File: src/rtl/ps2_pkg.sv
// Shared PS/2 definitions: frame length, transmitter state encoding and parity helper.
package ps2_pkg;

  localparam int FRAME_BITS = 11;

  typedef enum logic [1:0] {
    IDLE     = 2'd0,
    BIT_HIGH = 2'd1,
    BIT_LOW  = 2'd2,
    GAP      = 2'd3
  } ps2_state_e;

  // Parity bit that makes the total count of ones across data+parity odd.
  function automatic logic odd_parity(input logic [7:0] data);
    return ~^data;
  endfunction

endpackage

File: src/rtl/ps2_tx_fifo.sv
// Small synchronous byte FIFO; pointers wrap modulo DEPTH (power of two).
module ps2_tx_fifo #(
  parameter int DEPTH = 4,
  parameter int WIDTH = 8
) (
  input  logic                           clk,
  input  logic                           rst_n,
  input  logic                           push_i,
  input  logic [WIDTH-1:0]               push_data_i,
  input  logic                           pop_i,
  output logic [WIDTH-1:0]               pop_data_o,
  output logic                           full_o,
  output logic                           empty_o,
  output logic [$clog2(DEPTH+1)-1:0]     count_o
);

  localparam int AW = $clog2(DEPTH);
  localparam int CW = $clog2(DEPTH + 1);

  logic [WIDTH-1:0] mem_q [DEPTH];
  logic [AW-1:0]    wr_ptr_q, rd_ptr_q;
  logic [CW-1:0]    count_q;
  logic             push_ok, pop_ok;

  assign push_ok = push_i && !full_o;
  assign pop_ok  = pop_i && !empty_o;

  always_ff @(posedge clk) begin
    if (push_ok) mem_q[wr_ptr_q] <= push_data_i;
  end

  always_ff @(posedge clk or negedge rst_n) begin
    if (!rst_n) begin
      wr_ptr_q <= '0;
      rd_ptr_q <= '0;
      count_q  <= '0;
    end else begin
      if (push_ok) wr_ptr_q <= wr_ptr_q + AW'(1);
      if (pop_ok)  rd_ptr_q <= rd_ptr_q + AW'(1);
      case ({push_ok, pop_ok})
        2'b10:   count_q <= count_q + CW'(1);
        2'b01:   count_q <= count_q - CW'(1);
        default: count_q <= count_q;
      endcase
    end
  end

  assign pop_data_o = mem_q[rd_ptr_q];
  assign full_o     = (count_q == CW'(DEPTH));
  assign empty_o    = (count_q == '0);
  assign count_o    = count_q;

endmodule

File: src/rtl/ps2_device_tx.sv
// PS/2 device-side transmitter: pops queued bytes and drives 11-bit frames on ps2_clk/ps2_data.
module ps2_device_tx
  import ps2_pkg::*;
#(
  parameter int HALF_PERIOD = 50,
  parameter int GAP_HALVES  = 4,
  parameter int FIFO_DEPTH  = 4
) (
  input  logic       clk,
  input  logic       rst_n,
  input  logic       tx_valid,
  input  logic [7:0] tx_data,
  output logic       tx_ready,
  output logic       ps2_clk,
  output logic       ps2_data,
  output logic       busy,
  output logic       frame_done
);

  localparam int HPW = $clog2(HALF_PERIOD);
  localparam int CW  = $clog2(FIFO_DEPTH + 1);
  localparam logic [HPW-1:0] HP_LAST  = HPW'(HALF_PERIOD - 1);
  localparam logic [HPW-1:0] HP_PRE   = HPW'(HALF_PERIOD - 2);
  localparam logic [3:0]     LAST_BIT = 4'(FRAME_BITS - 1);
  localparam logic [3:0]     GAP_LAST = 4'(GAP_HALVES - 1);

  ps2_state_e            state_q, state_d;
  logic [HPW-1:0]        hp_cnt_q, hp_cnt_d;
  logic [3:0]            bit_cnt_q, bit_cnt_d;
  logic [FRAME_BITS-1:0] shift_q, shift_d;
  logic                  ps2_clk_q, ps2_clk_d;
  logic                  ps2_data_q, ps2_data_d;
  logic                  frame_done_q, frame_done_d;

  logic                  fifo_pop, fifo_full, fifo_empty;
  logic [7:0]            fifo_data;
  logic [CW-1:0]         fifo_count;
  logic                  phase_end;

  ps2_tx_fifo #(.DEPTH(FIFO_DEPTH), .WIDTH(8)) u_fifo (
    .clk         (clk),
    .rst_n       (rst_n),
    .push_i      (tx_valid),
    .push_data_i (tx_data),
    .pop_i       (fifo_pop),
    .pop_data_o  (fifo_data),
    .full_o      (fifo_full),
    .empty_o     (fifo_empty),
    .count_o     (fifo_count)
  );

  assign phase_end = (hp_cnt_q == HP_LAST);

  always_comb begin
    state_d      = state_q;
    hp_cnt_d     = hp_cnt_q;
    bit_cnt_d    = bit_cnt_q;
    shift_d      = shift_q;
    ps2_clk_d    = ps2_clk_q;
    ps2_data_d   = ps2_data_q;
    frame_done_d = 1'b0;
    fifo_pop     = 1'b0;
    case (state_q)
      IDLE: begin
        hp_cnt_d = '0;
        if (!fifo_empty) begin
          fifo_pop   = 1'b1;
          shift_d    = {1'b1, odd_parity(fifo_data), fifo_data, 1'b0};
          bit_cnt_d  = '0;
          ps2_clk_d  = 1'b1;
          ps2_data_d = 1'b0;
          state_d    = BIT_HIGH;
        end
      end
      BIT_HIGH: begin
        hp_cnt_d = hp_cnt_q + HPW'(1);
        if (phase_end) begin
          hp_cnt_d  = '0;
          ps2_clk_d = 1'b0;
          state_d   = BIT_LOW;
        end
      end
      BIT_LOW: begin
        hp_cnt_d = hp_cnt_q + HPW'(1);
        // Registered pulse must land on the final cycle of the stop bit's low phase.
        frame_done_d = (bit_cnt_q == LAST_BIT) && (hp_cnt_q == HP_PRE);
        if (phase_end) begin
          hp_cnt_d  = '0;
          ps2_clk_d = 1'b1;
          if (bit_cnt_q != LAST_BIT) begin
            shift_d    = {1'b0, shift_q[FRAME_BITS-1:1]};
            ps2_data_d = shift_q[1];
            bit_cnt_d  = bit_cnt_q + 4'd1;
            state_d    = BIT_HIGH;
          end else begin
            ps2_data_d = 1'b1;
            bit_cnt_d  = '0;
            state_d    = GAP;
          end
        end
      end
      GAP: begin
        hp_cnt_d = hp_cnt_q + HPW'(1);
        if (phase_end) begin
          hp_cnt_d = '0;
          if (bit_cnt_q == GAP_LAST) begin
            bit_cnt_d = '0;
            state_d   = IDLE;
          end else begin
            bit_cnt_d = bit_cnt_q + 4'd1;
          end
        end
      end
      default: ;
    endcase
  end

  always_ff @(posedge clk or negedge rst_n) begin
    if (!rst_n) begin
      state_q      <= IDLE;
      hp_cnt_q     <= '0;
      bit_cnt_q    <= '0;
      shift_q      <= '0;
      ps2_clk_q    <= 1'b1;
      ps2_data_q   <= 1'b1;
      frame_done_q <= 1'b0;
    end else begin
      state_q      <= state_d;
      hp_cnt_q     <= hp_cnt_d;
      bit_cnt_q    <= bit_cnt_d;
      shift_q      <= shift_d;
      ps2_clk_q    <= ps2_clk_d;
      ps2_data_q   <= ps2_data_d;
      frame_done_q <= frame_done_d;
    end
  end

  assign ps2_clk    = ps2_clk_q;
  assign ps2_data   = ps2_data_q;
  assign frame_done = frame_done_q;
  assign tx_ready   = !fifo_full;
  assign busy       = (state_q != IDLE) || (fifo_count != '0);

endmodule

File: config.mk
export PLATFORM = sky130hd
export DESIGN_NAME = ps2_device_tx
export DESIGN_NICKNAME = d
export VERILOG_FILES = /design/src/rtl/ps2_pkg.sv /design/src/rtl/ps2_tx_fifo.sv /design/src/rtl/ps2_device_tx.sv
export SDC_FILE = /design/constraint.sdc
export NUM_CORES = 1
export LEC_CHECK = 0
export BUFFER_PORTS_ARGS = -buffer_cell sky130_fd_sc_hd__buf_2
export CORE_UTILIZATION = 60
export CTS_CLUSTER_DIAMETER = 30
export CTS_CLUSTER_SIZE = 25
export DETAILED_ROUTE_END_ITERATION = 8
export GPL_ROUTABILITY_DRIVEN = 1
export PLACE_DENSITY = 0.83
export SETUP_SLACK_MARGIN = 0.4
export SYNTH_ARGS = -nofsm -noshare
export SYNTH_HDL_FRONTEND = slang
export SYNTH_SLANG_ARGS = --single-unit
File: constraint.sdc
create_clock -name clk -period 3.08 [get_ports clk]
set_input_delay 0.616 -clock clk [delete_from_list [all_inputs] [get_ports clk]]
set_output_delay 0.616 -clock clk [all_outputs]
set_load 0.02 [all_outputs]
==> Word-level counts from Yosys, hierarchy flattened <==
Memories as Yosys holds them, arrays and structs flattened.
Cells that the tools add are included.
{ "op_classes": {"addsub": 6, "n_eq_ne": 17, "n_mux": 33, "n_reduce_logical": 21} }
{ "op_table": {"columns": ["op", "count"], "rows": [
  ["$mux 11", 3],
  ["$pmux 11 s2", 1],
  ["$mux 4", 5],
  ["$eq 6x6->1 const B", 2],
  ["$mux 2", 6],
  ["$ne 2x2->1 const B", 6],
  ["$pmux 4 s3", 1],
  ["$pmux 6 s2", 1],
  ["$reduce_and 4->1", 3],
  ["$mux 1", 11],
  ["$reduce_bool 3->1", 3],
  ["$pmux 2 s4", 1],
  ["$reduce_xnor 8->1", 1],
  ["$add 6x1->6 const B", 1],
  ["$eq 2x2->1 const B", 3],
  ["$mux 6", 1],
  ["$pmux 3 s2", 1],
  ["$reduce_bool 2->1", 3],
  ["$reduce_and 5->1", 1],
  ["$add 2x1->2 const B", 2],
  ["$add 4x1->4 const B", 1],
  ["$eq 2x1->1 const B", 2],
  ["$eq 4x2->1 const B", 1],
  ["$eq 4x4->1 const B", 1],
  ["13 further kinds", 16]
]} }
{ "word_totals": {"reg_bits": 33, "mem_bits_rw": 32, "inputBits": 11, "out_inout_bits": 5, "word_cells": 88, "n_memories": 1} }
{ "memory_table": {"columns": ["memory", "words", "word_bits", "rd", "rd_ports_with_merged_regs", "write_ports", "line_no", "source"], "rows": [
  ["u_fifo.mem_q", 4, 8, 1, 0, 1, "ps2_tx_fifo.sv:20", "logic [WIDTH-1:0] mem_q [DEPTH];"]
]} }

==> Depth between registers and ports, before layout <==
Gate-level depths: netlist of the first run.
{ "logic_depth": {"word_depth": 6, "ltp_mapped": 10, "depth_no_buf": 9} }

==> Modules after synthesis <==
From an unflattened synthesis of the first run, not the netlist that was laid out.
{ "hier_totals": {"cells_unflattened": 215, "hier_area_um2": 2970.3} }
{ "by_module_without_submodules": {"columns": ["mod", "n_inst", "cells_each", "area_each_um2", "seq_area_each_um2"], "rows": [
  ["ps2_tx_fifo", 1, 80, 1584.0, 1136.1],
  ["ps2_device_tx", 1, 135, 1386.3, 628.1]
]} }

==> Least setup slack after synthesis of the first run <==
No wires, ideal clock.
{ "synth_path": {"kind": "flip-flop to flip-flop", "from": "register u_fifo.count_q[0] (netlist: u_fifo.count_o[0])", "to": "register u_fifo.count_q[2] (netlist: u_fifo.count_o[2])", "setup_time_ns": 0.125, "arrival_ns": 2.017, "required_time_ns": 2.955, "path_slack_ns": 0.938, "stages_incl_launch_ff": 10, "path_buffers": 1, "period_less_slack_ns": 2.142, "cell_sequence": "dfrtp_1 -> nor3_1 -> nand2b_1 -> clkbuf_1 -> inv_1 -> ha_1 -> fa_1 -> xnor2_1 -> nor2_1 -> xor2_1"} }
{ "synth_via": {"elab_chain_len": 6, "elab_cells_between_ends": 14, "classes_between": "2 x add/sub; 3 x eq/ne; 3 x mux; 6 x reduce/logical"} }
{ "synth_lines": {"columns": ["element", "line_no", "source"], "rows": [
  ["start, declared", "ps2_tx_fifo.sv:22", "logic [CW-1:0] count_q;"],
  ["start signal, assigned", "ps2_tx_fifo.sv:41", "2'b10: count_q <= count_q + CW'(1);"],
  ["start signal, assigned", "ps2_tx_fifo.sv:42", "2'b01: count_q <= count_q - CW'(1);"],
  ["start signal, assigned", "ps2_tx_fifo.sv:43", "default: count_q <= count_q;"],
  ["$logic_not 3->1 (*)", "ps2_tx_fifo.sv:50", "assign empty_o = (count_q == '0);"],
  ["$mux 1", "ps2_device_tx.sv:66", "if (!fifo_empty) begin"],
  ["$mux 1", "ps2_device_tx.sv:63", "case (state_q)"],
  ["$logic_and 1x1->1 (*)", "ps2_tx_fifo.sv:26", "assign pop_ok = pop_i && !empty_o;"],
  ["net u_fifo.pop_ok", "ps2_tx_fifo.sv:23", "logic push_ok, pop_ok;"],
  ["$eq 2x1->1 / $eq 2x2->1 (equally long branches)", "ps2_tx_fifo.sv:40", "case ({push_ok, pop_ok})"],
  ["$pmux 3 s2 / $reduce_bool 2->1 (equally long branches)", null, null]
]} }
The timed path passes the listed nets; every way through them passes the cells marked *.
A chain may end at the register's enable or synchronous reset.

==> Worst setup path after layout of the first run <==
Ends and elaborated chain as after synthesis.

==> reports/qor.csv, run 1 <==
metric;value;unit
Final Cycle Share;73.6;%
crit-path cells;nor3_1, nand2b_1, inv_1, ha_1, fa_1, xnor2_1, nor2_1, xor2_1;
Synth Area per Inst;12.9;um^2
failing checks;design-rule violations;
xor/xnor share of the synthesized area;5.47;%
placed inst area;2970;um^2
CTS Root Cell;clkbuf_8;
top cells by area, synth;edfxtp_1 34%, dfrtp_1 26%, ha_1 4.4%;
initial drt markers;143;
Yosys top cell area share;33.6;%
Crit Path Category;reg2reg;
dominant synthesized flop cell;edfxtp_1;
pins over their slew limit;0;
initial core utilization;64.0;%
syn_nets;244;
CP delay by family, top;simple AND/OR/NAND/NOR gates;
Die W;71.1;um
drt drc;1;
GPL Wtd Cong;0.749;
Setup Viol. Count Final;0;
routed wire length per instance;15.8;um
Crit. End Element;register;
post-route design area;3170;um^2
First-pass DRT Iterations;6;
Post-synth EDFFs;32;
number of global-route vias before repair;1783;
Syn Std Cell Area;2860;um^2
io pins;16;
Compound-Gate Fraction of Synth Area;6.25;%
critical path's slowest cell;dfrtp_1;
Worst Hold Class;in2async;
post-synthesis cell count;222;
Worst Skew;0.00715;ns
ANT cells;0;
largest net degree at the start of global routing;33;
die area;5050;um^2
chip height;71.1;um
Longest Clk Path Bufs;2;
Worst-Margin Slew;0.727;ns
core area;4470;um^2
status;finished, violations left;
sequential-to-total area share from yosys stat;61.7;%
GR Util All Layers;21.8;%
TritonCTS buffer count;9;
# clock sinks;64;
CP peak stage delay;0.44;ns
total wire length;4720;um
CTS clk-pin slew, worst paths;0.07;ns
H-tree levels;3;
CTS resizes;0;
Synth area leader;edfxtp_1;
Fmax;0.441;GHz
ys async rst share;50.0;%
initial antenna violation count;0;
CP max FO;6;
post-DR vias/cell;5.67;
clk_lat worst skew;0.33;ns
vias after detailed routing;1689;
simple-gate portion of the synthesized area;11.8;%
area grow syn2layout;10.6;%
TritonCTS clock tree;yes;
unrepaired setup endpoints after global routing;no;
setup_tns;0;ns
power density cells;904;nW/um^2
PortBufs;15;
Yosys cell types;37;
placement row count;24;
# hold bufs at CTS;0;
antenna-violating nets left;0;
Post-CTS Setup Bufs;0;
Max-Slew Margin vs Limit;51.5;%
Final Hold Vio Count;0;
#FFs+latches synth;64;
main combinational cell family by area after synthesis;simple AND/OR/NAND/NOR gates;
first-pass GRT wire length;8160;um
YS warnings;0;
Final nets;263;
mux share of post-synthesis cell area;7.21;%
min cycle time layout;2.27;ns
dpl hpwl;3300;um
Synth Area in Adders;5.07;%
Critical Path AT;2.52;ns
crit path buf inv count;1;
Critical Path RT;3.34;ns
share of layout cells above drive strength 1;17.1;%
Static Leakage;0.00128;uW
total gr overflow;0;
maximum VDD drop;0.555;mV
Max Cap Viol;0;
Startpoint Class;register;
[state kept, by name (all words and copies together), names as in the netlist, 2 cells and up]
register and flops:
u_fifo.count_o 3, u_fifo.mem_q 32, u_fifo.rd_ptr_q 2, state_q 2, bit_cnt_q 4, u_fifo.wr_ptr_q 2
shift_q 10, hp_cnt_q 6
[cell usage after synthesis (2+ instances only)]
cell	count
inv_1	9
dfstp_2	2
clkbuf_1	5
and3_1	4
and2_1	2
xnor2_1	12
nor3_1	2
mux4_1	4
a211o_1	2
nand3_1	5
a21oi_1	4
mux4_2	4
a31oi_1	8
nor2_1	27
dfrtp_1	30
nand2b_1	3
o21ai_0	8
xor2_1	4
ha_1	10
nand2_1	29
edfxtp_1	32
[routing by layer]
| layer | part of all wire (%) | global-route usage (%) | vias up |
|---|---|---|---|
| li1 | - | - | 824 |
| met1 | 47 | 28.9 | 828 |
| met2 | 49 | 34.8 | 29 |
| met3 | 2.6 | 5.56 | 8 |
| met4 | 1.4 | 9.11 | 0 |
| met5 | 0 | 0 | - |
[placed cells by master (no fill, tap or decap), drive strengths merged]
| cell type | netlist | routed |
|---|---|---|
| a211o | 2 | 2 |
| a21oi | 4 | 4 |
| a22oi | 1 | 1 |
| a31oi | 8 | 8 |
| a41oi | 1 | 1 |
| and2 | 2 | 2 |
| and3 | 4 | 4 |
| and4 | 1 | 1 |
| and4bb | 1 | 1 |
| buf | 2 | 16 |
| bufinv | 0 | 1 |
| clkbuf | 6 | 9 |
| clkinv | 0 | 4 |
| clkinvlp | 0 | 2 |
| dfrtp | 30 | 30 |
| dfstp | 2 | 2 |
| edfxtp | 32 | 32 |
| fa | 1 | 1 |
| ha | 10 | 10 |
| inv | 9 | 9 |
| mux2 | 1 | 1 |
| mux4 | 8 | 8 |
| nand2 | 29 | 29 |
| nand2b | 3 | 3 |
| nand3 | 5 | 5 |
| nand3b | 1 | 1 |
| nor2 | 27 | 27 |
| nor2b | 1 | 1 |
| nor3 | 2 | 2 |
| o21ai | 9 | 9 |
| o21bai | 1 | 1 |
| o221ai | 1 | 1 |
| o2bb2ai | 1 | 1 |
| xnor2 | 13 | 13 |
| xor2 | 4 | 4 |
[logic make-up after synthesis]
| family | count (synthesis) |
|---|---|
| adder cells (fa/ha/maj) | 11 |
| multiplexers | 9 |
| buffers and inverters | 17 |
| AO/OA/AOI/OAI | 28 |
| flip-flops | 64 |
| AND/OR/NAND/NOR | 76 |
| XOR/XNOR | 17 |
[area by class of cell]
| type | count | area (um^2) |
|---|---|---|
| clock buffers | 9 | 124 |
| clock inverters | 7 | 72.6 |
| fillers | 302 | 1310 |
| inverters | 9 | 33.8 |
| multi-input cells | 141 | 1020 |
| flip-flops and latches | 64 | 1760 |
| well taps | 52 | 65.1 |
| repair buffers | 16 | 82.6 |
[power breakdown]
part / switching, uW / internal, uW
sequential: 188 / 1150
combinational: 405 / 416
clock: 328 / 373
total: 922 / 1940
[final timing paths]
path	start	end	slack [ns]	depth (start not counted)
setup / recovery	u_fifo.count_o[0]	u_fifo.count_o[2]	0.81	8
hold / removal	rst_n	hp_cnt_q[2]	0.32	1
setup reg to reg	u_fifo.count_o[0]	u_fifo.count_o[2]	0.81	8
hold reg to reg	u_fifo.count_o[2]	u_fifo.count_o[2]	0.51	1
max in group asynchronous	rst_n	u_fifo.count_o[0]	2.33	1
min in group clk	tx_data[3]	u_fifo.mem_q[1][3]	0.49	1
[metrics by stage]
step	cells	utilization [%]	hold WS [ns]	setup slack [ns]	power [uW]
2_1_floorplan	222	-	0.320	0.938	1990
3_3_place_gp	282	66.4	0.486	0.914	2130
3_5_place_dp	282	66.4	0.502	0.844	2180
4_1_cts	298	70.7	0.340	0.818	2890
5_1_grt	298	70.7	0.378	0.650	3040
6_report	298	70.7	0.320	0.812	2860
Note: power is estimated with default switching activity, not from simulation.
==> inputs of run 2 (changes only) <==
==> constraint.sdc (replaced) <==
create_clock -name clk -period 2.3 [get_ports clk]
set_input_delay 0.46 -clock clk [delete_from_list [all_inputs] [get_ports clk]]
set_output_delay 0.46 -clock clk [all_outputs]
set_load 0.02 [all_outputs]
==> reports/qor.csv, run 2 (synthesis results as in run 1) <==
metric;value;unit
status;finished clean;
area grow syn2layout;16.5;%
Final Cycle Share;80.0;%
io pins;16;
Clock power frac;25.8;%
number of flip-flops in the largest register;32;
crit path buf inv count;1;
setup_tns;0;ns
antenna-violating nets left;0;
pins over their slew limit;0;
initial core utilization;64.0;%
switching part of the total;31.6;%
Worst R2R Start;u_fifo.count_o[0];
clk_lat worst skew;0.35;ns
GR Util All Layers;23.0;%
TritonCTS buffer count;9;
ANT cells;0;
unrepaired setup endpoints after global routing;yes;
CP max FO;3;
Fmax;0.543;GHz
Longest Clk Path Bufs;2;
Worst Skew;0.00916;ns
Critical Path AT;2.10;ns
initial drt markers;144;
post-DR vias/cell;5.77;
Die W;71.1;um
Crit Path Category;reg2reg;
total wire length;5120;um
Fill cells;288;
Worst-Margin Slew;0.694;ns
GPL Wtd Cong;0.798;
first-pass GRT wire length;8320;um
most common cell after layout, fill and taps aside;edfxtp_1;
Final Hold Vio Count;0;
total gr overflow;0;
maximum VDD drop;0.703;mV
# clock sinks;64;
dpl hpwl;3470;um
Max Cap Viol;0;
min cycle time layout;1.84;ns
switching power;1340;uW
core area;4470;um^2
crit path launch;u_fifo.count_o[0];
share of layout cells above drive strength 1;27.7;%
crit-path cells;nor3_4, nand2b_4, inv_4, ha_4, fa_2, xnor2_1, nor2_1, xor2_1;
placement row count;24;
CTS Root Cell;clkbuf_8;
vias after detailed routing;1776;
Power Internal;2890;uW
initial antenna violation count;0;
Crit. End Element;register;
critical path's slowest cell;dfrtp_2;
Startpoint Class;register;
CP delay by family, top;simple AND/OR/NAND/NOR gates;
CTS clk-pin slew, worst paths;0.07;ns
Final nets;273;
largest net degree at the start of global routing;33;
Reg with most FFs;u_fifo.mem_q;
# hold bufs at CTS;0;
post-route design area;3330;um^2
Worst Hold Class;in2async;
placed inst area;3010;um^2
most frequent cells in the layout;32 x edfxtp_1, 28 x nand2_1, 27 x dfrtp_1;
Critical Path RT;2.56;ns
chip height;71.1;um
CP peak stage delay;0.43;ns
Static Leakage;0.00135;uW
Max-Slew Margin vs Limit;53.7;%
routed wire length per instance;16.6;um
First-pass DRT Iterations;4;
H-tree levels;3;
number of global-route vias before repair;1756;
Setup Viol. Count Final;0;
PortBufs;15;
Sequential Power Share;42.3;%
TritonCTS clock tree;yes;
largest registers;u_fifo.mem_q x32, shift_q x10, hp_cnt_q x6;
power density cells;1270;nW/um^2
Worst R2R Setup Slack;0.46;ns
combinational power share;31.9;%
die area;5050;um^2
drt drc;0;
## run 2: changes by cell type in the layout (fill, tap and decap cells not counted), moves of 3 or more
cell | before | now
dfrtp_1 | 30 | 27
mux4_1 | 4 | 0
buf_4 | 1 | 10
dfrtp_2 | 0 | 3
mux4_2 | 4 | 8
## run 2: area by class of cell
cell class | instances | area (um^2) | share of cell area [%]
Sequential cell | 64 | 1770 | 53.0
Clock buffer | 9 | 124 | 3.71
Inverter | 9 | 36.3 | 1.09
Multi-Input combinational cell | 141 | 1070 | 32.0
Tap cell | 52 | 65.1 | 1.95
Timing Repair Buffer | 26 | 170 | 5.10
Clock inverter | 7 | 104 | 3.11
## run 2: worst paths after layout
check / to / cells after the start
max: u_fifo.count_o[2] / 8
min: hp_cnt_q[2] / 1
max reg2reg: u_fifo.count_o[2] / 8
min reg2reg: ps2_clk / 2
max in group asynchronous: u_fifo.count_o[0] / 1
min in group clk: u_fifo.mem_q[3][0] / 1
## run 2: what timing repair did
action | in CTS | in global routing
endpoints found under the setup margin | 3 | 3
pin swaps | 1 | 6
hold endpoints to repair | 0 | 0
buffers inserted | 6 | 0
gates resized for setup | 7 | 11
## run 2: power by group through the flow
stage | logic [uW] | clock network (uW) | registers (uW)
floorplan | 972 | 0 | 1710
global placement | 1090 | 0 | 1790
detailed placement | 1140 | 0 | 1810
CTS | 1300 | 1100 | 1780
global route | 1480 | 1140 | 1820
finish | 1350 | 1090 | 1790
## run 2: layer usage
metal,up-vias,GRT usage (%),share of wire [%]
li1,843,-,-
met1,866,30.1,46
met2,50,36.2,48
met3,17,4.56,2.9
met4,0,13.8,2.8
met5,-,0,0
## run 2: stage by stage
step,instances,util (%),worst slack (ns),hold slack (ns),power [uW]
after floorplan,222,-,0.391,0.164,2680
after global placement,286,67.3,0.330,0.494,2880
after detailed placement,286,67.3,0.286,0.496,2950
after CTS,308,73.9,0.403,0.181,4180
after global routing,308,74.5,0.367,0.212,4450
final,308,74.5,0.459,0.156,4220
==> inputs of run 3 (changes only) <==
==> constraint.sdc (replaced) <==
create_clock -name clk -period 1.8 [get_ports clk]
set_input_delay 0.36 -clock clk [delete_from_list [all_inputs] [get_ports clk]]
set_output_delay 0.36 -clock clk [all_outputs]
set_load 0.02 [all_outputs]
==> reports/qor.csv, run 3 (synthesis results as in run 1) <==
metric;value;unit
status;finished, violations left;
first-pass GRT wire length;9070;um
PortBufs;15;
Critical Path RT;2.01;ns
CP max FO;4;
number of flip-flops in the largest register;32;
Min Hold Slack;0.0601;ns
Worst Hold Class;in2async;
largest net degree at the start of global routing;33;
Crit. End Element;register;
TritonCTS buffer count;9;
H-tree levels;3;
post-DR vias/cell;5.77;
GR Util All Layers;24.3;%
pins over their slew limit;0;
io pins;16;
failing checks;negative setup slack;
Final Hold Vio Count;0;
core area;4470;um^2
Final Cycle Share;105;%
GPL Wtd Cong;0.849;
Worst Skew;0.00641;ns
Placement Setup Slack;-0.0566;ns
unrepaired setup endpoints after global routing;yes;
Die W;71.1;um
Max Cap Viol;0;
Crit Path Category;reg2reg;
initial core utilization;64.0;%
min cycle time layout;1.89;ns
Reg with most FFs;u_fifo.mem_q;
Setup Viol. Count Final;2;
most common cell after layout, fill and taps aside;edfxtp_1;
CTS Root Cell;clkbuf_8;
drt drc;0;
die area;5050;um^2
routed wire length per instance;18.2;um
maximum VDD drop;1.02;mV
# hold bufs at CTS;0;
initial antenna violation count;0;
dpl hpwl;3400;um
antenna-violating nets left;0;
Final nets;298;
power density cells;1520;nW/um^2
ANT cells;0;
Critical Path AT;2.10;ns
Finished Core Util;82.6;%
First-pass DRT Iterations;4;
Startpoint Class;register;
Max-Slew Margin vs Limit;53.6;%
placement row count;24;
share of layout cells above drive strength 1;40.9;%
CTS clk-pin slew, worst paths;0.07;ns
Longest Clk Path Bufs;2;
area grow syn2layout;29.1;%
final worst setup slack;-0.0901;ns
Static Leakage;0.00153;uW
clk_lat worst skew;0.34;ns
Worst-Margin Slew;0.697;ns
total gr overflow;0;
Fmax;0.529;GHz
initial drt markers;104;
total wire length;6070;um
chip height;71.1;um
largest registers;u_fifo.mem_q x32, shift_q x10, hp_cnt_q x6;
# clock sinks;64;
Overall Power;5620;uW
most frequent cells in the layout;32 x edfxtp_1, 30 x dfrtp_1, 26 x nand2_1;
TritonCTS clock tree;yes;
number of global-route vias before repair;1859;
vias after detailed routing;1923;
## run 3: cell count changes in the layout (fill, tap and decap cells not counted), moves of 3 or more
cell,change
buf_6,+18
buf_4,+9
nor2_1,-6
o21ai_0,-6
and3_1,-4
and3_4,+4
nor2_4,+4
dfrtp_1,+3
dfrtp_2,-3
nand2_4,+3
o21ai_1,+3
o21ai_2,+3
## run 3: metal layers
layer	share of wire (%)	GRT usage, %
met4	2.3	8.00
met1	39	31.5
met2	55	41.0
met5	0	0
met3	3.2	5.56
## run 3: per-stage QoR
stage               area, um^2  std cells  setup TNS (ns)
CTS                       3510        325         -0.0476
detailed placement        3090        293         -0.0882
global placement          3090        293               0
global route              3690        333          -0.358
finish                    3690        333         -0.0911
floorplan                 2910        222          -0.134
## run 3: worst paths after layout
check	from	end	slack, ns	cells after the start
worst min-delay path	rst_n	bit_cnt_q[2]	0.06	1
worst min register to register	ps2_clk	ps2_clk	0.52	2
max in group asynchronous	rst_n	bit_cnt_q[0]	1.29	1
worst max-delay path	u_fifo.rd_ptr_q[0]	shift_q[9]	-0.09	6
min in group clk	tx_data[3]	u_fifo.mem_q[3][3]	0.23	1
worst max register to register	u_fifo.rd_ptr_q[0]	shift_q[9]	-0.09	6
## run 3: repair_timing
item,4_1_cts,5_1_grt
pin swaps,14,14
setup endpoints to repair,50,46
buffers inserted,13,8
hold endpoints to repair,0,0
gates cloned,3,0
gates resized for setup,35,34
## run 3: critical path: stages, from the launching register on
cell,delay [ns]
dfrtp_1,0.43
buf_6,0.16
mux4_2,0.52
xor2_1,0.19
xnor2_1,0.20
xnor2_1,0.14
o221ai_1,0.12
## run 3: power by group
part           leakage (uW)  switching (uW)  internal [uW]
logic              0.000767             956           1170
registers          0.000670             309           1970
clock network     0.0000968             574            638
total               0.00153            1840           3780
## run 3: layout make-up
| cell class | instances | area, um^2 |
|---|---|---|
| clock buffer | 9 | 124 |
| multi-input combinational | 141 | 1200 |
| fill | 237 | 781 |
| timing repair buffer | 51 | 430 |
| clock inverter | 7 | 72.6 |
| inverter | 9 | 36.3 |
| sequential | 64 | 1760 |
| tap | 52 | 65.1 |
